<file path="src/rtl/decode_stage_if.sv">
// Handshake and decoded-bundle bus between fetch, the decode stage and execute.
// The slave view belongs to decode_stage; the master view is the surrounding
// fetch/execute logic (or a bench) driving inst_*/out_ready and reading results.
interface decode_stage_if #(
    parameter int REG_AW = 5,
    parameter int IMM_W  = 8,
    parameter int RAM_AW = 16,
    parameter int CNT_W  = 16
);
    logic [31:0]       inst_i;
    logic              inst_valid_i;
    logic              inst_ready_o;
    logic              flush_i;
    logic              out_valid_o;
    logic              out_ready_i;
    logic [7:0]        alu_o;
    logic [1:0]        pc_o;
    logic [1:0]        reg_o;
    logic              imm_o;
    logic              mem_o;
    logic [REG_AW-1:0] reg_addr_1_o;
    logic [REG_AW-1:0] reg_addr_2_o;
    logic [REG_AW-1:0] reg_addr_3_o;
    logic [REG_AW-1:0] reg_addr_4_o;
    logic [RAM_AW-1:0] ram_addr_o;
    logic [IMM_W-1:0]  imm_data_1_o;
    logic [IMM_W-1:0]  imm_data_2_o;
    logic              illegal_o;
    logic [CNT_W-1:0]  dec_count_o;

    modport slave (
        input  inst_i, inst_valid_i, flush_i, out_ready_i,
        output inst_ready_o, out_valid_o, alu_o, pc_o, reg_o, imm_o, mem_o,
               reg_addr_1_o, reg_addr_2_o, reg_addr_3_o, reg_addr_4_o,
               ram_addr_o, imm_data_1_o, imm_data_2_o, illegal_o, dec_count_o
    );

    modport master (
        output inst_i, inst_valid_i, flush_i, out_ready_i,
        input  inst_ready_o, out_valid_o, alu_o, pc_o, reg_o, imm_o, mem_o,
               reg_addr_1_o, reg_addr_2_o, reg_addr_3_o, reg_addr_4_o,
               ram_addr_o, imm_data_1_o, imm_data_2_o, illegal_o, dec_count_o
    );
endinterface

</file>
<file path="src/rtl/decode_stage.sv">
// Registered instruction decode stage. Instructions are decoded combinationally
// at push time and stored in a small FIFO; execute reads the head entry through
// a valid/ready handshake. Outputs come only from registered FIFO contents, so
// there is no combinational path from inst_i to the decoded fields.
module decode_stage #(
    parameter int BUF_DEPTH = 2,
    parameter int REG_AW    = 5,
    parameter int IMM_W     = 8,
    parameter int RAM_AW    = 16,
    parameter int CNT_W     = 16
) (
    input  logic          clk_i,
    input  logic          rst_n_i,
    decode_stage_if.slave bus
);

    localparam int AW = $clog2(BUF_DEPTH);
    localparam int PW = AW + 1;

    // Opcode map (inst[31:24])
    localparam logic [7:0] OP_WAIT    = 8'd0;
    localparam logic [7:0] OP_ADD     = 8'd1;
    localparam logic [7:0] OP_SUB     = 8'd2;
    localparam logic [7:0] OP_MUL     = 8'd3;
    localparam logic [7:0] OP_DIV     = 8'd4;
    localparam logic [7:0] OP_AND     = 8'd5;
    localparam logic [7:0] OP_OR      = 8'd6;
    localparam logic [7:0] OP_NOT     = 8'd7;
    localparam logic [7:0] OP_RSHIFT  = 8'd8;
    localparam logic [7:0] OP_LSHIFT  = 8'd9;
    localparam logic [7:0] OP_MOVE    = 8'd10;
    localparam logic [7:0] OP_MOVEIN  = 8'd11;
    localparam logic [7:0] OP_MOVEOUT = 8'd12;
    localparam logic [7:0] OP_JUMP    = 8'd13;
    localparam logic [7:0] OP_EJUMP   = 8'd14;
    localparam logic [7:0] OP_NEJUMP  = 8'd15;
    localparam logic [7:0] OP_MTHAN   = 8'd16;
    localparam logic [7:0] OP_INTER   = 8'd17;

    // Dedicated architectural registers implied by some opcodes
    localparam logic [4:0] REG_INTER  = 5'd31;
    localparam logic [4:0] REG_MD_H   = 5'd30;
    localparam logic [4:0] REG_MD_L   = 5'd29;
    localparam logic [4:0] REG_JUMP_H = 5'd28;
    localparam logic [4:0] REG_JUMP_L = 5'd27;

    // Native-width decoded bundle; zero-extension happens only at the outputs
    typedef struct packed {
        logic [7:0]  alu;
        logic [1:0]  pc;
        logic [1:0]  rg;
        logic        imm;
        logic        mem;
        logic [4:0]  r1;
        logic [4:0]  r2;
        logic [4:0]  r3;
        logic [4:0]  r4;
        logic [15:0] ram;
        logic [7:0]  i1;
        logic [7:0]  i2;
        logic        illegal;
    } bundle_t;

    bundle_t          w_dec;
    bundle_t          w_head;
    bundle_t          r_mem [BUF_DEPTH];
    logic [PW-1:0]    r_wr_ptr;
    logic [PW-1:0]    r_rd_ptr;
    logic             r_active;
    logic [CNT_W-1:0] r_cnt;
    logic             w_full;
    logic             w_empty;
    logic             w_ready;
    logic             w_push;
    logic             w_pop;

    // Field decode of the incoming instruction; illegal encodings keep only the raw control fields
    always_comb begin
        w_dec     = '0;
        w_dec.alu = bus.inst_i[31:24];
        w_dec.pc  = bus.inst_i[23:22];
        w_dec.rg  = bus.inst_i[21:20];
        w_dec.imm = bus.inst_i[19];
        w_dec.mem = bus.inst_i[18];
        if (bus.inst_i[19]) begin
            unique case (bus.inst_i[31:24])
                OP_ADD, OP_SUB, OP_AND, OP_OR, OP_RSHIFT, OP_LSHIFT: begin
                    w_dec.r1 = bus.inst_i[9:5];
                    w_dec.r2 = bus.inst_i[4:0];
                    w_dec.i1 = bus.inst_i[17:10];
                end
                OP_NOT, OP_MOVE: begin
                    w_dec.r1 = bus.inst_i[9:5];
                    w_dec.i1 = bus.inst_i[17:10];
                end
                OP_MOVEIN: begin
                    w_dec.i1  = bus.inst_i[17:10];
                    w_dec.i2  = bus.inst_i[9:2];
                    w_dec.ram = bus.inst_i[17:2];
                end
                default: w_dec.illegal = 1'b1;
            endcase
        end else begin
            unique case (bus.inst_i[31:24])
                OP_ADD, OP_SUB, OP_MUL, OP_AND, OP_OR, OP_RSHIFT, OP_LSHIFT,
                OP_MOVEOUT, OP_MTHAN: begin
                    w_dec.r1 = bus.inst_i[17:13];
                    w_dec.r2 = bus.inst_i[12:8];
                    w_dec.r3 = bus.inst_i[7:3];
                end
                OP_DIV: begin
                    w_dec.r1 = bus.inst_i[17:13];
                    w_dec.r2 = bus.inst_i[12:8];
                    w_dec.r3 = REG_MD_H;
                    w_dec.r4 = REG_MD_L;
                end
                OP_EJUMP, OP_NEJUMP: begin
                    w_dec.r1 = bus.inst_i[17:13];
                    w_dec.r2 = bus.inst_i[12:8];
                    w_dec.r3 = REG_JUMP_H;
                    w_dec.r4 = REG_JUMP_L;
                end
                OP_NOT, OP_MOVE, OP_JUMP: begin
                    w_dec.r1 = bus.inst_i[17:13];
                    w_dec.r2 = bus.inst_i[12:8];
                end
                OP_INTER: w_dec.r1 = REG_INTER;
                OP_WAIT:  ;
                default:  w_dec.illegal = 1'b1;
            endcase
        end
    end

    // FIFO status and handshakes; a full FIFO still accepts when the head leaves this cycle
    always_comb begin
        w_empty = (r_wr_ptr == r_rd_ptr);
        w_full  = (r_wr_ptr[AW] != r_rd_ptr[AW]) &&
                  (r_wr_ptr[AW-1:0] == r_rd_ptr[AW-1:0]);
        w_pop   = !w_empty && bus.out_ready_i;
        w_ready = r_active && (!w_full || w_pop);
        w_push  = bus.inst_valid_i && w_ready && !bus.flush_i;
        w_head  = w_empty ? '0 : r_mem[r_rd_ptr[AW-1:0]];
    end

    // Bundle storage; contents are never visible unless covered by the pointers
    always_ff @(posedge clk_i) begin
        if (w_push) begin
            r_mem[r_wr_ptr[AW-1:0]] <= w_dec;
        end
    end

    // Pointers, post-reset enable and accepted-bundle counter; flush drops everything but the count
    always_ff @(posedge clk_i or negedge rst_n_i) begin
        if (!rst_n_i) begin
            r_wr_ptr <= '0;
            r_rd_ptr <= '0;
            r_active <= 1'b0;
            r_cnt    <= '0;
        end else begin
            r_active <= 1'b1;
            if (bus.flush_i) begin
                r_rd_ptr <= r_wr_ptr;
            end else begin
                if (w_push) begin
                    r_wr_ptr <= r_wr_ptr + PW'(1);
                end
                if (w_pop) begin
                    r_rd_ptr <= r_rd_ptr + PW'(1);
                    r_cnt    <= r_cnt + CNT_W'(1);
                end
            end
        end
    end

    assign bus.inst_ready_o = w_ready;
    assign bus.out_valid_o  = !w_empty;
    assign bus.alu_o        = w_head.alu;
    assign bus.pc_o         = w_head.pc;
    assign bus.reg_o        = w_head.rg;
    assign bus.imm_o        = w_head.imm;
    assign bus.mem_o        = w_head.mem;
    assign bus.reg_addr_1_o = REG_AW'(w_head.r1);
    assign bus.reg_addr_2_o = REG_AW'(w_head.r2);
    assign bus.reg_addr_3_o = REG_AW'(w_head.r3);
    assign bus.reg_addr_4_o = REG_AW'(w_head.r4);
    assign bus.ram_addr_o   = RAM_AW'(w_head.ram);
    assign bus.imm_data_1_o = IMM_W'(w_head.i1);
    assign bus.imm_data_2_o = IMM_W'(w_head.i2);
    assign bus.illegal_o    = w_head.illegal;
    assign bus.dec_count_o  = r_cnt;

endmodule

</file>
<file path="src/flat_wrapper.sv">
// flat-port wrapper written by rule: the top's interface ports become plain ports
module decode_stage_flat 
#(
    parameter int BUF_DEPTH = 2,
    parameter int REG_AW    = 5,
    parameter int IMM_W     = 8,
    parameter int RAM_AW    = 16,
    parameter int CNT_W     = 16
)
  (clk_i, rst_n_i, bus_inst_i, bus_inst_valid_i, bus_flush_i, bus_out_ready_i, bus_inst_ready_o, bus_out_valid_o, bus_alu_o, bus_pc_o, bus_reg_o, bus_imm_o, bus_mem_o, bus_reg_addr_1_o, bus_reg_addr_2_o, bus_reg_addr_3_o, bus_reg_addr_4_o, bus_ram_addr_o, bus_imm_data_1_o, bus_imm_data_2_o, bus_illegal_o, bus_dec_count_o);
  decode_stage_if #(.REG_AW(REG_AW), .IMM_W(IMM_W), .RAM_AW(RAM_AW), .CNT_W(CNT_W)) bus_i ();
  input  logic clk_i;
  input  logic rst_n_i;
  input wire logic [$bits(bus_i.inst_i)-1:0] bus_inst_i;
  input wire logic [$bits(bus_i.inst_valid_i)-1:0] bus_inst_valid_i;
  input wire logic [$bits(bus_i.flush_i)-1:0] bus_flush_i;
  input wire logic [$bits(bus_i.out_ready_i)-1:0] bus_out_ready_i;
  output wire logic [$bits(bus_i.inst_ready_o)-1:0] bus_inst_ready_o;
  output wire logic [$bits(bus_i.out_valid_o)-1:0] bus_out_valid_o;
  output wire logic [$bits(bus_i.alu_o)-1:0] bus_alu_o;
  output wire logic [$bits(bus_i.pc_o)-1:0] bus_pc_o;
  output wire logic [$bits(bus_i.reg_o)-1:0] bus_reg_o;
  output wire logic [$bits(bus_i.imm_o)-1:0] bus_imm_o;
  output wire logic [$bits(bus_i.mem_o)-1:0] bus_mem_o;
  output wire logic [$bits(bus_i.reg_addr_1_o)-1:0] bus_reg_addr_1_o;
  output wire logic [$bits(bus_i.reg_addr_2_o)-1:0] bus_reg_addr_2_o;
  output wire logic [$bits(bus_i.reg_addr_3_o)-1:0] bus_reg_addr_3_o;
  output wire logic [$bits(bus_i.reg_addr_4_o)-1:0] bus_reg_addr_4_o;
  output wire logic [$bits(bus_i.ram_addr_o)-1:0] bus_ram_addr_o;
  output wire logic [$bits(bus_i.imm_data_1_o)-1:0] bus_imm_data_1_o;
  output wire logic [$bits(bus_i.imm_data_2_o)-1:0] bus_imm_data_2_o;
  output wire logic [$bits(bus_i.illegal_o)-1:0] bus_illegal_o;
  output wire logic [$bits(bus_i.dec_count_o)-1:0] bus_dec_count_o;
  assign bus_i.inst_i = bus_inst_i;
  assign bus_i.inst_valid_i = bus_inst_valid_i;
  assign bus_i.flush_i = bus_flush_i;
  assign bus_i.out_ready_i = bus_out_ready_i;
  assign bus_inst_ready_o = bus_i.inst_ready_o;
  assign bus_out_valid_o = bus_i.out_valid_o;
  assign bus_alu_o = bus_i.alu_o;
  assign bus_pc_o = bus_i.pc_o;
  assign bus_reg_o = bus_i.reg_o;
  assign bus_imm_o = bus_i.imm_o;
  assign bus_mem_o = bus_i.mem_o;
  assign bus_reg_addr_1_o = bus_i.reg_addr_1_o;
  assign bus_reg_addr_2_o = bus_i.reg_addr_2_o;
  assign bus_reg_addr_3_o = bus_i.reg_addr_3_o;
  assign bus_reg_addr_4_o = bus_i.reg_addr_4_o;
  assign bus_ram_addr_o = bus_i.ram_addr_o;
  assign bus_imm_data_1_o = bus_i.imm_data_1_o;
  assign bus_imm_data_2_o = bus_i.imm_data_2_o;
  assign bus_illegal_o = bus_i.illegal_o;
  assign bus_dec_count_o = bus_i.dec_count_o;
  decode_stage #(.BUF_DEPTH(BUF_DEPTH), .REG_AW(REG_AW), .IMM_W(IMM_W), .RAM_AW(RAM_AW), .CNT_W(CNT_W)) u_core (.clk_i(clk_i), .rst_n_i(rst_n_i), .bus(bus_i));
endmodule
</file>
<file path="config.mk">
export PLATFORM = sky130hd
export DESIGN_NAME = decode_stage_flat
export DESIGN_NICKNAME = d
export VERILOG_FILES = /design/src/rtl/decode_stage_if.sv /design/src/rtl/decode_stage.sv /design/src/flat_wrapper.sv
export SDC_FILE = /design/constraint.sdc
export NUM_CORES = 1
export LEC_CHECK = 0
export BUFFER_PORTS_ARGS = -buffer_cell sky130_fd_sc_hd__buf_2
export CAP_MARGIN = 15
export CORE_UTILIZATION = 55
export CTS_CLUSTER_SIZE = 25
export DETAILED_ROUTE_END_ITERATION = 8
export PLACE_DENSITY_LB_ADDON = 0.05
export SLEW_MARGIN = 10
export SYNTH_ARGS = -nofsm -noshare
export SYNTH_HDL_FRONTEND = slang
export SYNTH_SLANG_ARGS = --single-unit
</file>
<file path="constraint.sdc">
create_clock -name clk_i -period 5.25 [get_ports clk_i]
set_input_delay 1.05 -clock clk_i [delete_from_list [all_inputs] [get_ports clk_i]]
set_output_delay 1.05 -clock clk_i [all_outputs]
set_load 0.02 [all_outputs]
</file>
==> summary.md <==
| Metric | Value |
|---|---|
| Status | `complete, no violations` |
| Post-synth EDFFs | `114` |
| Reg2Reg Setup Slack | `between 2000 and 2500 ps` |
| Ys flop type | `edfxtp_1` |
| Largest net degree at the start of global routing | `63` |
| Layout filler cell count | `777` |
| H-tree levels | `4` |
| Layout Skew | `about 8.1 ps` |
| Num CTS Buffers | `17` |
| Max_cap viols | `0` |
| Int Pwr | `around 2.5 mW` |
| Gr usage total | `22.2%` |
| RSZ-0062 raised after global routing | `no` |
| Post-synthesis cell count | `about 430` |
| Diodes inserted | `0` |
| Clock Power Share | `between 20% and 30%` |
| Highest metal used | `met4` |
| Crit path max fanout | `43` |
| Num ports | `~120` |
| Worst r2r dst | `u_core.bus.dec_count_o[15]$_DFFE_PN0P_` |
| Fin crit period | `roughly 3800 ps` |
| Setup TNS | `0 ps` |
| Vias in the first global route | `approximately 3700` |
| Quantity of I/O buffers inserted on ports | `about 120` |
| Area leader, netlist | `edfxtp_1` |
| Maximum vdd ir drop | `~300 uV` |
| CP required | `roughly 4200 ps` |
| R2R Path Start | `u_core.r_rd_ptr[0]$_DFFE_PN0P_` |
| Comb pwr share | `42.6%` |
| Switching Fraction | `roughly two fifths` |
| ANT nets after route | `0` |
| CP endpoint kind | `output port` |
| Distinct cells, synth | `39` |
| Cell Area, Placed | `approximately 0.0066 sq mm` |
| Top-area cell type share of the netlist area | `58.1%` |
| Worst R2R Path Depth | `5` |
| DR vias/cell | `around 5.4` |
| Slew Limit Headroom | `approximately a quarter` |
| Total wire length | `~12 mm` |
| CP Class | `reg -> out` |
| Count leader, synth | `edfxtp_1` |
| Core area | `slightly above 0.01 sq mm` |
| Sequential fraction of the synthesis area | `between 60% and 70%` |
| M1 wire length | `about 5 mm` |
| HP Class | `reg -> reg` |
| Global-route wire length before repair | `between 15 and 20 mm` |
| Fmax | `0.263 GHz` |
| Layout Area Growth over Synthesis | `20.3%` |
| Worst-margin pin slew | `1130 ps` |
| Clock Path Buffers | `2` |
| TritonCTS clock tree | `built` |
| Mapped Nets | `between 400 and 500` |
| Grt ovf | `0` |
| Worst Setup Start Kind | `flop` |
| Final Hold Fails | `0` |
| Critical Path End | `bus_ram_addr_o[1]` |
| P_sw | `~1.7 mW` |
| WHS | `between 400 and 500 ps` |
| DP HPWL | `7.48 mm` |
| Pleak | `between 2 and 3 nW` |
| Vias after detailed routing | `3735` |
| Starting DRT DRC Count | `between 150 and 200` |
| Hold Buf Count CTS | `0` |
| Post-synth top cells | `114 x edfxtp_1, 66 x nor2_1, 57 x mux2i_1, 28 x and2_1, 21 x dfrtp_1` |
| Critical path launch point | `u_core.r_wr_ptr[0]$_DFFE_PN0P_` |
| Max-slew violation count | `0` |
| Setup Fix Bufs, Post-CTS | `0` |
| Final period util | `between 70% and 80%` |
| Fin nets | `586` |
| Placer Congestion | `approximately 0.83` |
| Layout cell share with drive strength beyond 1 | `28.5%` |
| Syn_area_per_cell | `~14 sq um` |
| Num Clock Sinks | `approximately 140` |
| Die height | `approximately 110 um` |
| Initial antenna violation count | `0` |
| Yosys reg bits | `~140` |
| Synth area leaders | `edfxtp_1 58%, mux2i_1 9.7%, dfrtp_1 8.9%, nor2_1 4.2%, and2_1 3.0%` |
| Fraction of registers with async set/reset | `between 10% and 20%` |
| Setup-violating endpoint count in the final report | `0` |
| DRC viols | `0` |
| DR pass1 iterations | `6` |
| Clock-pin slew on the worst setup and hold paths | `60 ps` |
| Die Area | `between 0.01 and 0.015 sq mm` |
| Ys Warns | `0` |
| Per-cell routed wire length | `16.8 um` |
| PwrDens | `about 580 mW/mm^2` |
| Root Buffer | `clkbuf_8` |
| # rows | `37` |
| Die width | `around 110 um` |
| Flop pwr share | `between 30% and 40%` |
| Critical Path AT | `roughly 2800 ps` |
| Starting Density | `56.8%` |
| Worst-skew pair later-pin latency | `around 510 ps` |
| Post_cts resized | `0` |
| Wire length on met3 | `approximately 560 um` |
| Post-Syn Area | `~0.0059 sq mm` |
| Met2 WL | `a little over 6 mm` |
| Final Cell Area | `0.00709 sq mm` |
==> power by group through the flow <==
stage / combinational, mW / sequential (mW) / clock, mW
2_1_floorplan: 1.26 / 1.36 / 0
3_3_place_gp: 1.77 / 1.34 / 0
3_5_place_dp: 1.78 / 1.35 / 0
4_1_cts: 1.79 / 1.33 / 1.05
5_1_grt: 1.90 / 1.34 / 1.10
6_report: 1.76 / 1.33 / 1.04
==> how the worst min path moves through the flow <==
stage                                           startpoint                                endpoint  slack, ps  cells after the start
finish              u_core.bus.dec_count_o[15]$_DFFE_PN0P_  u_core.bus.dec_count_o[15]$_DFFE_PN0P_        480                      1
global route        u_core.bus.dec_count_o[15]$_DFFE_PN0P_  u_core.bus.dec_count_o[15]$_DFFE_PN0P_        500                      1
CTS                                                rst_n_i   u_core.bus.dec_count_o[4]$_DFFE_PN0P_        490                      1
detailed placement  u_core.bus.dec_count_o[15]$_DFFE_PN0P_  u_core.bus.dec_count_o[15]$_DFFE_PN0P_        480                      1
global placement    u_core.bus.dec_count_o[15]$_DFFE_PN0P_  u_core.bus.dec_count_o[15]$_DFFE_PN0P_        460                      1
floorplan                   u_core.r_wr_ptr[1]$_DFFE_PN0P_          u_core.r_wr_ptr[1]$_DFFE_PN0P_        520                      1
==> per-layer routing <==
layer | up-vias | track usage [%]
met5 | - | 0
met4 | 0 | 8.43
met1 | 1806 | 27.1
li1 | 1793 | -
met3 | 14 | 5.07
met2 | 122 | 38.4
==> flip-flops by register name, summed over array words and instances (netlist names) <==
signal                  count
u_core.r_mem              114
u_core.bus.dec_count_o     16
u_core.r_rd_ptr             2
u_core.r_wr_ptr             2
u_core.r_active             1
==> placed cells by master, fill, tap and decap left out, drive strengths merged, types with 2 or more instances in the layout <==
master	Yosys	final
nand3	9	9
a31oi	3	3
o21ai	6	6
and2	28	28
a21oi	7	7
nor2b	3	3
nand2	13	13
xnor2	12	12
xor2	11	11
nor2	66	66
nand4	2	2
clkinv	0	7
edfxtp	114	114
and4	3	3
buf	13	125
inv	7	7
nand2b	4	4
clkbuf	16	21
mux2i	57	57
a221o	5	5
dfrtp	21	21
or3	3	3
a21o	5	5
nor3	6	6
a22o	5	5
clkinvlp	0	3
nor4	2	2
==> layout make-up <==
cell class                      count  area, sq um  area share, %
Clock inverter                     11         85.1           1.20
Clock buffer                       21          439           6.20
Sequential cell                   135         3950           55.8
Timing Repair Buffer              125          636           8.97
Tap cell                          136          170           2.40
Multi-Input combinational cell    262         1780           25.1
Inverter                            7         26.3          0.371
==> kinds of logic (layout without fill, tap and decap cells) <==
family	count (synthesis)	after routing	share of synthesized area (%)
xor+xnor	23	23	3.42
fa+ha+maj	1	1	0.212
buf+inv	36	164	3.08
other cells	1	1	0.0636
flops	135	135	67.0
simple gates	144	144	12.0
compound gates	35	35	4.35
mux	58	58	9.87
==> critical path, cell delays in order (launching register included) <==
cell and delay, ps:
dfrtp_1 510, xor2_1 270, nor2_4 830, buf_4 370
nor2_1 90, buf_2 160
==> metrics by stage <==
step | power [mW] | setup slack [ps] | utilization [%] | cells
4_1_cts | 4.17 | 1390 | 68.3 | 697
3_3_place_gp | 3.11 | 2040 | 63.3 | 665
2_1_floorplan | 2.62 | 1060 | - | 433
6_report | 4.13 | 1440 | 68.3 | 697
3_5_place_dp | 3.13 | 1960 | 63.3 | 665
5_1_grt | 4.34 | 1240 | 68.3 | 697
(Power assumes the default switching activity.)
